==> src/rtl/lda_pkg.sv <==
// rtl/lda_pkg.sv - shared types and sizing helpers for the one-vs-one LDA classifier
package lda_pkg;

  typedef enum logic [1:0] {
    ST_IDLE,
    ST_MAC,
    ST_VOTE,
    ST_OUT
  } state_e;

  function automatic int ndisc(input int c);
    return c * (c - 1) / 2;
  endfunction

  function automatic int accw(input int dw, input int dims);
    return 2 * dw + $clog2(dims) + 1;
  endfunction

  function automatic int cfg_aw(input int c, input int dims);
    return $clog2(ndisc(c) * (dims + 1));
  endfunction

  localparam int COEF_W = 16;
  typedef logic signed [COEF_W-1:0] coef_t;

endpackage

==> src/rtl/lda_ovo_seq_if.sv <==
// rtl/lda_ovo_seq_if.sv - feature/result handshakes and coefficient write port
interface lda_ovo_seq_if
  import lda_pkg::*;
#(
  parameter int DIMS    = 6,
  parameter int CLASSES = 3,
  parameter int DW      = 16
);
  localparam int AW = cfg_aw(CLASSES, DIMS);
  localparam int CW = $clog2(CLASSES);

  logic                 in_valid_i;
  logic                 in_ready_o;
  logic signed [DW-1:0] in_data_i [DIMS];
  logic                 out_valid_o;
  logic                 out_ready_i;
  logic [CLASSES-1:0]   out_class_o;
  logic [CW-1:0]        out_idx_o;
  logic                 cfg_we_i;
  logic [AW-1:0]        cfg_addr_i;
  logic signed [DW-1:0] cfg_wdata_i;
  logic                 cfg_err_o;

  modport slave (
    input  in_valid_i, in_data_i, out_ready_i, cfg_we_i, cfg_addr_i, cfg_wdata_i,
    output in_ready_o, out_valid_o, out_class_o, out_idx_o, cfg_err_o
  );

  modport master (
    output in_valid_i, in_data_i, out_ready_i, cfg_we_i, cfg_addr_i, cfg_wdata_i,
    input  in_ready_o, out_valid_o, out_class_o, out_idx_o, cfg_err_o
  );
endinterface

==> src/rtl/lda_mac.sv <==
// rtl/lda_mac.sv - signed multiply-accumulate with clear; sum_o includes the current product
module lda_mac #(
  parameter int DW   = 16,
  parameter int ACCW = 36
) (
  input  logic                   clk_i,
  input  logic                   rst_i,
  input  logic                   en_i,
  input  logic                   clr_i,
  input  logic signed [DW-1:0]   a_i,
  input  logic signed [DW-1:0]   b_i,
  output logic signed [ACCW-1:0] sum_o
);
  logic signed [2*DW-1:0] prod;
  logic signed [ACCW-1:0] acc_q, acc_d;

  assign prod  = a_i * b_i;
  assign sum_o = acc_q + {{(ACCW-2*DW){prod[2*DW-1]}}, prod};

  // clr_i wins so the last term of a discriminant is compared, then dropped
  always_comb begin
    acc_d = acc_q;
    if (en_i) begin
      acc_d = clr_i ? '0 : sum_o;
    end
  end

  always_ff @(posedge clk_i) begin
    if (rst_i) begin
      acc_q <= '0;
    end else begin
      acc_q <= acc_d;
    end
  end
endmodule

==> src/rtl/lda_ovo_seq.sv <==
// rtl/lda_ovo_seq.sv - time-multiplexed one-vs-one LDA classifier with majority vote
module lda_ovo_seq
  import lda_pkg::*;
#(
  parameter int DIMS    = 6,
  parameter int CLASSES = 3,
  parameter int DW      = 16
) (
  input logic          clk_i,
  input logic          rst_i,
  lda_ovo_seq_if.slave bus
);
  localparam int NDISC = ndisc(CLASSES);
  localparam int ACCW  = accw(DW, DIMS);
  localparam int NW    = NDISC * DIMS;
  localparam int IW    = (DIMS > 1) ? $clog2(DIMS) : 1;
  localparam int KW    = (NDISC > 1) ? $clog2(NDISC) : 1;
  localparam int WIW   = (NW > 1) ? $clog2(NW) : 1;
  localparam int CW    = $clog2(CLASSES);
  localparam int VW    = $clog2(CLASSES) + 1;

  state_e state_q, state_d;

  logic signed [DW-1:0] x_q   [DIMS];
  logic signed [DW-1:0] w_q   [NW];
  logic signed [DW-1:0] thr_q [NDISC];
  logic [VW-1:0]        votes_q [CLASSES];

  logic [IW-1:0]      i_q;
  logic [KW-1:0]      k_q;
  logic [WIW-1:0]     widx_q;
  logic [CW-1:0]      a_q, b_q;
  logic [CLASSES-1:0] class_q, class_d;
  logic [CW-1:0]      idx_q, idx_d;
  logic [VW-1:0]      best_v;
  logic               err_q;

  logic accept, out_fire, mac_en, last_dim, last_pair, cfg_ok;
  logic signed [ACCW-1:0] sum, thr_ext;

  assign accept    = (state_q == ST_IDLE) && bus.in_valid_i;
  assign out_fire  = (state_q == ST_OUT) && bus.out_ready_i;
  assign mac_en    = (state_q == ST_MAC);
  assign last_dim  = (i_q == IW'(DIMS - 1));
  assign last_pair = (a_q == CW'(CLASSES - 2)) && (b_q == CW'(CLASSES - 1));
  assign thr_ext   = {{(ACCW-DW){thr_q[k_q][DW-1]}}, thr_q[k_q]};
  assign cfg_ok    = (state_q == ST_IDLE) && (int'(bus.cfg_addr_i) < NW + NDISC);

  lda_mac #(.DW(DW), .ACCW(ACCW)) u_mac (
    .clk_i (clk_i),
    .rst_i (rst_i),
    .en_i  (mac_en),
    .clr_i (mac_en && last_dim),
    .a_i   (x_q[i_q]),
    .b_i   (w_q[widx_q]),
    .sum_o (sum)
  );

  always_comb begin
    state_d = state_q;
    case (state_q)
      ST_IDLE: if (bus.in_valid_i) state_d = ST_MAC;
      ST_MAC:  if (last_dim && last_pair) state_d = ST_VOTE;
      ST_VOTE: state_d = ST_OUT;
      ST_OUT:  if (bus.out_ready_i) state_d = ST_IDLE;
      default: state_d = ST_IDLE;
    endcase
  end

  // strict compare keeps the lowest index on ties
  always_comb begin
    idx_d  = '0;
    best_v = votes_q[0];
    for (int c = 1; c < CLASSES; c++) begin
      if (votes_q[c] > best_v) begin
        best_v = votes_q[c];
        idx_d  = CW'(c);
      end
    end
    class_d = {{(CLASSES-1){1'b0}}, 1'b1} << idx_d;
  end

  always_ff @(posedge clk_i) begin
    if (rst_i) begin
      state_q <= ST_IDLE;
    end else begin
      state_q <= state_d;
    end
  end

  always_ff @(posedge clk_i) begin
    if (accept) begin
      x_q <= bus.in_data_i;
    end
  end

  always_ff @(posedge clk_i) begin
    if (rst_i) begin
      i_q     <= '0;
      k_q     <= '0;
      widx_q  <= '0;
      a_q     <= '0;
      b_q     <= CW'(1);
      class_q <= '0;
      idx_q   <= '0;
      for (int c = 0; c < CLASSES; c++) votes_q[c] <= '0;
    end else begin
      if (accept) begin
        i_q    <= '0;
        k_q    <= '0;
        widx_q <= '0;
        a_q    <= '0;
        b_q    <= CW'(1);
      end
      if (mac_en) begin
        widx_q <= widx_q + WIW'(1);
        if (last_dim) begin
          i_q <= '0;
          k_q <= k_q + KW'(1);
          if (sum > thr_ext) votes_q[b_q] <= votes_q[b_q] + VW'(1);
          else               votes_q[a_q] <= votes_q[a_q] + VW'(1);
          // lexicographic pair walk: (a,a+1)..(a,C-1) then (a+1,a+2)
          if (b_q == CW'(CLASSES - 1)) begin
            a_q <= a_q + CW'(1);
            b_q <= a_q + CW'(2);
          end else begin
            b_q <= b_q + CW'(1);
          end
        end else begin
          i_q <= i_q + IW'(1);
        end
      end
      if (state_q == ST_VOTE) begin
        class_q <= class_d;
        idx_q   <= idx_d;
      end
      if (out_fire) begin
        for (int c = 0; c < CLASSES; c++) votes_q[c] <= '0;
      end
    end
  end

  always_ff @(posedge clk_i) begin
    if (rst_i) begin
      err_q <= 1'b0;
      for (int n = 0; n < NW; n++) w_q[n] <= '0;
      for (int n = 0; n < NDISC; n++) thr_q[n] <= '0;
    end else begin
      err_q <= bus.cfg_we_i && !cfg_ok;
      if (bus.cfg_we_i && cfg_ok) begin
        for (int n = 0; n < NW; n++) begin
          if (int'(bus.cfg_addr_i) == n) w_q[n] <= bus.cfg_wdata_i;
        end
        for (int n = 0; n < NDISC; n++) begin
          if (int'(bus.cfg_addr_i) == NW + n) thr_q[n] <= bus.cfg_wdata_i;
        end
      end
    end
  end

  assign bus.in_ready_o  = (state_q == ST_IDLE);
  assign bus.out_valid_o = (state_q == ST_OUT);
  assign bus.out_class_o = class_q;
  assign bus.out_idx_o   = idx_q;
  assign bus.cfg_err_o   = err_q;
endmodule

==> src/flat_wrapper.sv <==
// flat-port wrapper written by rule: the top's interface ports become plain ports
module lda_ovo_seq_flat import lda_pkg::*;
#(
  parameter int DIMS    = 6,
  parameter int CLASSES = 3,
  parameter int DW      = 16
)
  (clk_i, rst_i, bus_in_valid_i, bus_in_data_i, bus_out_ready_i, bus_cfg_we_i, bus_cfg_addr_i, bus_cfg_wdata_i, bus_in_ready_o, bus_out_valid_o, bus_out_class_o, bus_out_idx_o, bus_cfg_err_o);
  lda_ovo_seq_if #(.DIMS(DIMS), .CLASSES(CLASSES), .DW(DW)) bus_i ();
  input logic clk_i;
  input logic rst_i;
  input wire logic [$bits(bus_i.in_valid_i)-1:0] bus_in_valid_i;
  input wire logic [$bits(bus_i.in_data_i)-1:0] bus_in_data_i;
  input wire logic [$bits(bus_i.out_ready_i)-1:0] bus_out_ready_i;
  input wire logic [$bits(bus_i.cfg_we_i)-1:0] bus_cfg_we_i;
  input wire logic [$bits(bus_i.cfg_addr_i)-1:0] bus_cfg_addr_i;
  input wire logic [$bits(bus_i.cfg_wdata_i)-1:0] bus_cfg_wdata_i;
  output wire logic [$bits(bus_i.in_ready_o)-1:0] bus_in_ready_o;
  output wire logic [$bits(bus_i.out_valid_o)-1:0] bus_out_valid_o;
  output wire logic [$bits(bus_i.out_class_o)-1:0] bus_out_class_o;
  output wire logic [$bits(bus_i.out_idx_o)-1:0] bus_out_idx_o;
  output wire logic [$bits(bus_i.cfg_err_o)-1:0] bus_cfg_err_o;
  assign bus_i.in_valid_i = bus_in_valid_i;
  assign bus_i.in_data_i = {>>{bus_in_data_i}};
  assign bus_i.out_ready_i = bus_out_ready_i;
  assign bus_i.cfg_we_i = bus_cfg_we_i;
  assign bus_i.cfg_addr_i = bus_cfg_addr_i;
  assign bus_i.cfg_wdata_i = bus_cfg_wdata_i;
  assign bus_in_ready_o = bus_i.in_ready_o;
  assign bus_out_valid_o = bus_i.out_valid_o;
  assign bus_out_class_o = bus_i.out_class_o;
  assign bus_out_idx_o = bus_i.out_idx_o;
  assign bus_cfg_err_o = bus_i.cfg_err_o;
  lda_ovo_seq #(.DIMS(DIMS), .CLASSES(CLASSES), .DW(DW)) u_core (.clk_i(clk_i), .rst_i(rst_i), .bus(bus_i));
endmodule
==> config.mk <==
export PLATFORM = sky130hd
export DESIGN_NAME = lda_ovo_seq_flat
export DESIGN_NICKNAME = d
export VERILOG_FILES = /design/src/rtl/lda_pkg.sv /design/src/rtl/lda_ovo_seq_if.sv /design/src/rtl/lda_mac.sv /design/src/rtl/lda_ovo_seq.sv /design/src/flat_wrapper.sv
export SDC_FILE = /design/constraint.sdc
export NUM_CORES = 2
export LEC_CHECK = 0
export CAP_MARGIN = 20
export CORE_ASPECT_RATIO = 1.75
export CORE_MARGIN = 1.5
export CORE_UTILIZATION = 53
export CTS_CLUSTER_SIZE = 20
export DETAILED_ROUTE_END_ITERATION = 7
export PLACE_DENSITY = 0.71
export SLEW_MARGIN = 0
export SYNTH_ARGS = -nofsm -noshare
export SYNTH_HDL_FRONTEND = slang
export SYNTH_HIERARCHICAL = 1
export SYNTH_SLANG_ARGS = --single-unit
export TNS_END_PERCENT = 1
==> constraint.sdc <==
create_clock -name clk_i -period 23.9 [get_ports clk_i]
set_input_delay 5.975 -clock clk_i [delete_from_list [all_inputs] [get_ports clk_i]]
set_output_delay 5.975 -clock clk_i [all_outputs]
set_load 0.05 [all_outputs]
### Word level (Yosys, flattened, before mapping)

Memory sizes are Yosys's and may differ from the RTL's. A register that Yosys moved wholly into a read port is not among the register bits.
Cells that the tools add are included.

| word-level totals | value |
|---|---|
| flip-flop bits (word level) | 154 |
| memory bits (writable) | 345 |
| input port bits | 122 |
| output and inout bits | 8 |
| word-level logic and storage cells | 265 |
| memories | 3 |

Memories:

| name | depth | bits a word | read ports | clocked after Yosys merged registers in | write ports | line | RTL |
|---|---|---|---|---|---|---|---|
| u_core.w_q | 18 | 16 | 1 | 1 | 18 | lda_ovo_seq.sv:25 | `logic signed [DW-1:0] w_q [NW];` |
| u_core.thr_q | 3 | 16 | 1 | 1 | 3 | lda_ovo_seq.sv:26 | `logic signed [DW-1:0] thr_q [NDISC];` |
| u_core.votes_q | 3 | 3 | 5 | 2 | 3 | lda_ovo_seq.sv:27 | `logic [VW-1:0] votes_q [CLASSES];` |

| operators by class | value |
|---|---|
| add/sub/neg operators | 9 |
| multiply operators | 1 |
| magnitude comparators | 5 |
| equal/unequal tests | 29 |
| shifts and indexed selects | 1 |
| multiplexer cells | 161 |
| bitwise logic cells | 25 |
| reduce and logical (&&, ||, !) cells | 15 |

Operators by type and width:

| cell | number |
|---|---|
| 2-to-1 mux 16 bit | 23 |
| 2-to-1 mux 1 bit | 102 |
| equality test 5 bit (second input constant) | 13 |
| binary-select mux 16 bit (select 3 bit) | 1 |
| 2-to-1 mux 2 bit | 20 |
| adder 36 bit | 1 |
| greater-than comparator 36 x 16 -> 1 bit | 1 |
| 2-to-1 mux 36 bit | 1 |
| multiplier 16 x 16 -> 32 bit | 1 |
| 2-to-1 mux 3 bit | 9 |
| OR 1 bit | 24 |
| equality test 5 x 4 -> 1 bit (second input constant) | 4 |
| 2-to-1 mux 5 bit | 4 |
| equality test 5 x 3 -> 1 bit (second input constant) | 2 |
| adder 3 x 1 -> 3 bit (second input constant) | 3 |
| logical AND 1 bit | 8 |
| one-hot mux 2 bit (4 select lines) | 1 |
| adder 2 x 1 -> 2 bit (second input constant) | 3 |
| equality test 2 bit (second input constant) | 3 |
| greater-than comparator 3 bit | 2 |
| inequality test 2 bit (second input constant) | 3 |
| OR reduction 3 bit | 2 |
| adder 5 x 1 -> 5 bit (second input constant) | 1 |
| equality test 5 x 2 -> 1 bit (second input constant) | 1 |
| other kinds (12) | 13 |

### Logic depth before layout (Yosys ltp)

| logic depth | value |
|---|---|
| depth in word-level cells | 15 |
| mapped depth | 51 |
| mapped depth without buffers | 48 |

### Cells and area by module

Netlist, hierarchy kept.

Modules (own cells, without submodules):

| module | times used | cells an instance | area each (um^2) | seq. area each (um^2) |
|---|---|---|---|---|
| lda_ovo_seq | 1 | 1,424 | 21,516.9 | 13,853.3 |
| lda_mac | 1 | 1,492 | 12,954.9 | 720.7 |

### Worst setup path before layout

No wires, ideal clock.

| path | value |
|---|---|
| path kind | register -> register |
| from | register with a tool-made name |
| to | memory u_core/votes_q[0][2] (netlist bit) (data pin) |
| setup time | 263 ps |
| arrival time | 11,627 ps |
| required time | 23,637 ps |
| path slack | 12,010 ps |
| cell stages (with the launch flop) | 45 |
| path buffers | 3 |
| clock period less this slack | 11,890 ps |
| cell sequence | dfxtp_1 -> clkbuf_1 -> buf_2 -> mux4_2 -> mux4_2 -> nor2_1 -> a21oi_1 -> clkbuf_1 -> nand2_1 -> inv_1 -> fa_1 -> inv_1 -> fa_1 -> inv_1 -> fa_1 -> fa_1 -> fa_1 -> inv_1 -> [9 not listed] -> ha_1 -> and3_1 -> nand4_1 -> or4_1 -> o21a_1 -> o21ai_1 -> a41o_1 -> a21oi_1 -> xnor2_1 -> ha_1 -> nand4_1 -> nor4_2 -> nand3_1 -> a311oi_4 -> mux2_2 -> ha_1 -> xor2_1 -> nor2_1 |

RTL lines:

| element | line |
|---|---|
| end: declaration | lda_ovo_seq.sv:27 |

==> flow_summary.ini <==
[critical_path]
required_ns = 24.24
crit_fanout = 44
crit_path_start_kind = flop
crit_slowest_cell = dfxtp_4
critical_path_depth = 45
r2r_slack_ns = 10.16
cp.buffers_inverters = 7
cpLargestDelayFamily = adder cells
arrival_ns = 14.08
cpPeakStageDelay_ns = 0.74
worstRegToRegCells = 45
critPathKind = flop to flop
crit_path_end_kind = flop
crit_top_cell = fa_1
r2r_end = u_core/votes_q[0][2]

[synth]
syn-cell-area_sq_um = 34470
syn_nets = 3468
avgSynthCellArea_sq_um = 11.82
seq_area_frac_synth = 0.4228
syn-instance-count = 2916
async_flop_share = 0
synth.distinct_cells = 77
ys_ff_latch = 506
synth_edf_count = 444
ys.flop_type = edfxtp_1
synth_warnings = 6

[grt]
grt_first_pass_wirelength_um = 138000
busiest_layer = met2
grt_pass1_vias = 24260
antenna_found_initial = 2
gr-usage-met3 = 0.02765
use_met2 = 0.5352
grtUsageMet1 = 0.2777
track_usage = 0.2789
grt_start_max_net_pins = 87
grt.overflow.total = 0

[clocking]
clock_latency_ns = 0.60
cts.sinks = 506
cts_made_buffers = 47
cts_tree = done
ctsHoldBuffers = 0
clkTransAtPathRegs_ns = 0.07
cts_resized = 0
cts_root_buf = clkbuf_16
post_cts.repair.setup_buffers = 0
htree_levels = 2
clk_path_buf_depth = 3

[floorplanning]
row_count = 123
start_util = 0.5359
io_pins = 130
die_w_um = 195.8
die_h_um = 340.4
core_sq_um = 64330
die_area_sq_um = 66640

[sta]
finalSetupViolations = 0
fin_crit_sh = 0.5749
finalHoldViolCount = 0
grt_setup_unrepaired = false
slew_violations = 0
finalClockSkew_ns = 0.02275
setup-tns-final_ns = 0
fmax_ghz = 0.07278
worst_pin_slew_ns = 1.207
period_needed_ns = 13.74
slew_headroom = 0.1947

[route]
viasPerCell = 5.832
wirelength_um = 91490
dr_total_vias = 22580
avgRoutedWirePerCell_um = 23.63
drc = 0
dr.first_iter.drc_count = 1569
drtPass1Iterations = 5
antenna_left = 0

[layout]
synthToLayoutAreaGrowth_pct = 11.42
fin_nets = 3573
fillers = 5138
drive_gt1_frac = 0.1001

[status]
outcome = complete, no violations

[run]
drv_cap = 0

[hold_path]
min_path_type = flop to flop
hold_path_end = u_core/u_mac/acc_q[0]
hold_start = u_core/u_mac/acc_q[0]
min_path_cells = 2

[place]
io_buffer_count = 129
gp_congestion = 0.9085
dpl.hpwl_um = 67370
==> through the flow <==
step / utilization / setup slack (ns) / area (sq um) / instances / hold WS [ns]
after detailed placement: 0.5715 / 9.861 / 36770 / 3778 / 0.4683
after floorplan: - / 12.01 / 34470 / 2916 / 0.4430
final: 0.5970 / 10.16 / 38410 / 3872 / 0.4827
after CTS: 0.5950 / 9.809 / 38270 / 3864 / 0.4853
after global routing: 0.5970 / 9.258 / 38410 / 3872 / 0.5051
after global placement: 0.5709 / 9.929 / 36730 / 3773 / 0.4560
==> worst reg2reg max path, delay by kind of cell, from the launching register on <==
family | cells | cell delay [ns]
fa+ha+maj | 10 | 4.28
simple gates | 13 | 2.69
compound gates | 8 | 2.14
mux | 3 | 1.64
buf+inv | 7 | 1.12
xor+xnor | 4 | 0.85
flops | 1 | 0.74
==> synth_stat cells, types with 5 or more instances <==
| cell | instances | share of area |
|---|---|---|
| nor2_1 | 146 | 0.016 |
| inv_1 | 369 | 0.040 |
| o21ai_0 | 39 | 0.0057 |
| dfxtp_1 | 62 | 0.036 |
| a211oi_1 | 8 | 0.0017 |
| fa_1 | 263 | 0.15 |
| buf_2 | 9 | 0.0013 |
| mux4_2 | 102 | 0.067 |
| and3_1 | 7 | 0.0013 |
| o21bai_1 | 24 | 0.0052 |
| clkbuf_1 | 115 | 0.013 |
| o21a_1 | 8 | 0.0017 |
| nor3b_1 | 6 | 0.0013 |
| nand2_1 | 177 | 0.019 |
| xor2_1 | 12 | 0.0030 |
| or2_2 | 7 | 0.0013 |
| nand3_1 | 15 | 0.0022 |
| ha_1 | 167 | 0.061 |
| a21oi_1 | 136 | 0.020 |
| xnor2_1 | 56 | 0.014 |
| nand2b_1 | 28 | 0.0051 |
| mux2i_1 | 57 | 0.017 |
| buf_1 | 9 | 0.00098 |
| nand3b_1 | 9 | 0.0020 |
| o22ai_1 | 17 | 0.0031 |
| edfxtp_1 | 444 | 0.39 |
| a21o_1 | 28 | 0.0061 |
| nand4_1 | 17 | 0.0031 |
| a31o_2 | 9 | 0.0023 |
| and2_1 | 428 | 0.078 |
| nor2b_1 | 42 | 0.0076 |
| o211ai_1 | 5 | 0.0011 |
| nor3_1 | 14 | 0.0020 |
==> flip-flops by register name, summed over array words and instances, names as in the netlist, named ones only <==
register and flops:
u_core/w_q 288, u_core/x_q 96, u_core/thr_q 48, u_core/u_mac/acc_q 36
u_core/votes_q 12, u_core/widx_q 5, u_core/bus.out_class_o 3, u_core/i_q 3
u_core/a_q 2, u_core/b_q 2, u_core/k_q 2, u_core/state_q 2
u_core/bus.cfg_err_o 1, u_core/bus.out_idx_o 1
==> routing by layer <==
metal	routed length, um	vias up
met5	0	-
met1	29660	11340
met2	50230	809
met4	7386	0
li1	-	10090
met3	4211	347
==> logic make-up (layout without fill, tap and decap cells) <==
family / after synthesis / in the layout / synth area share
and+or+nand+nor: 916 / 916 / 0.1439
xor gates and xnor gates: 69 / 69 / 0.01793
other: 0 / 2 / 0
AOI/OAI and AO/OA: 327 / 327 / 0.06203
muxes: 162 / 162 / 0.08417
adders and majority gates: 430 / 430 / 0.2133
DFF: 506 / 506 / 0.4228
buffers and inverters: 506 / 648 / 0.05586
==> layout by cell type, fill, tap and decap left out, drive strengths merged, types with 55 or more instances in the layout <==
master,Yosys,routed
clkdlybuf4s50,0,128
mux2i,57,57
inv,369,371
edfxtp,444,444
nand2,177,177
fa,263,263
buf,22,64
a21oi,138,138
clkbuf,115,55
mux4,102,102
ha,167,167
xnor2,56,56
dfxtp,62,62
and2,428,428
nor2,147,147
==> layout make-up <==
type | instances | area [sq um] | area share
Inverter | 369 | 1388 | 0.03613
Tap cell | 812 | 1016 | 0.02645
Sequential cell | 506 | 14580 | 0.3796
Clock buffer | 54 | 1202 | 0.03131
Antenna cell | 2 | 5.005 | 0.0001303
Clock inverter | 32 | 305.3 | 0.007949
Timing Repair Buffer | 193 | 1851 | 0.04818
Multi-Input combinational cell | 1904 | 18060 | 0.4702
==> worst max-delay path by stage <==
stage | start | to
finish | flop | u_core/votes_q[0][2]
CTS | flop | u_core/votes_q[2][2]
detailed placement | flop | u_core/votes_q[2][2]
floorplan | flop | u_core/votes_q[0][2]
global placement | flop | u_core/votes_q[2][2]
global route | flop | u_core/votes_q[0][2]
Power is left out: the tool's default activity adds up to more than one toggle a clock period on the data nets, which glitch-free logic cannot reach.
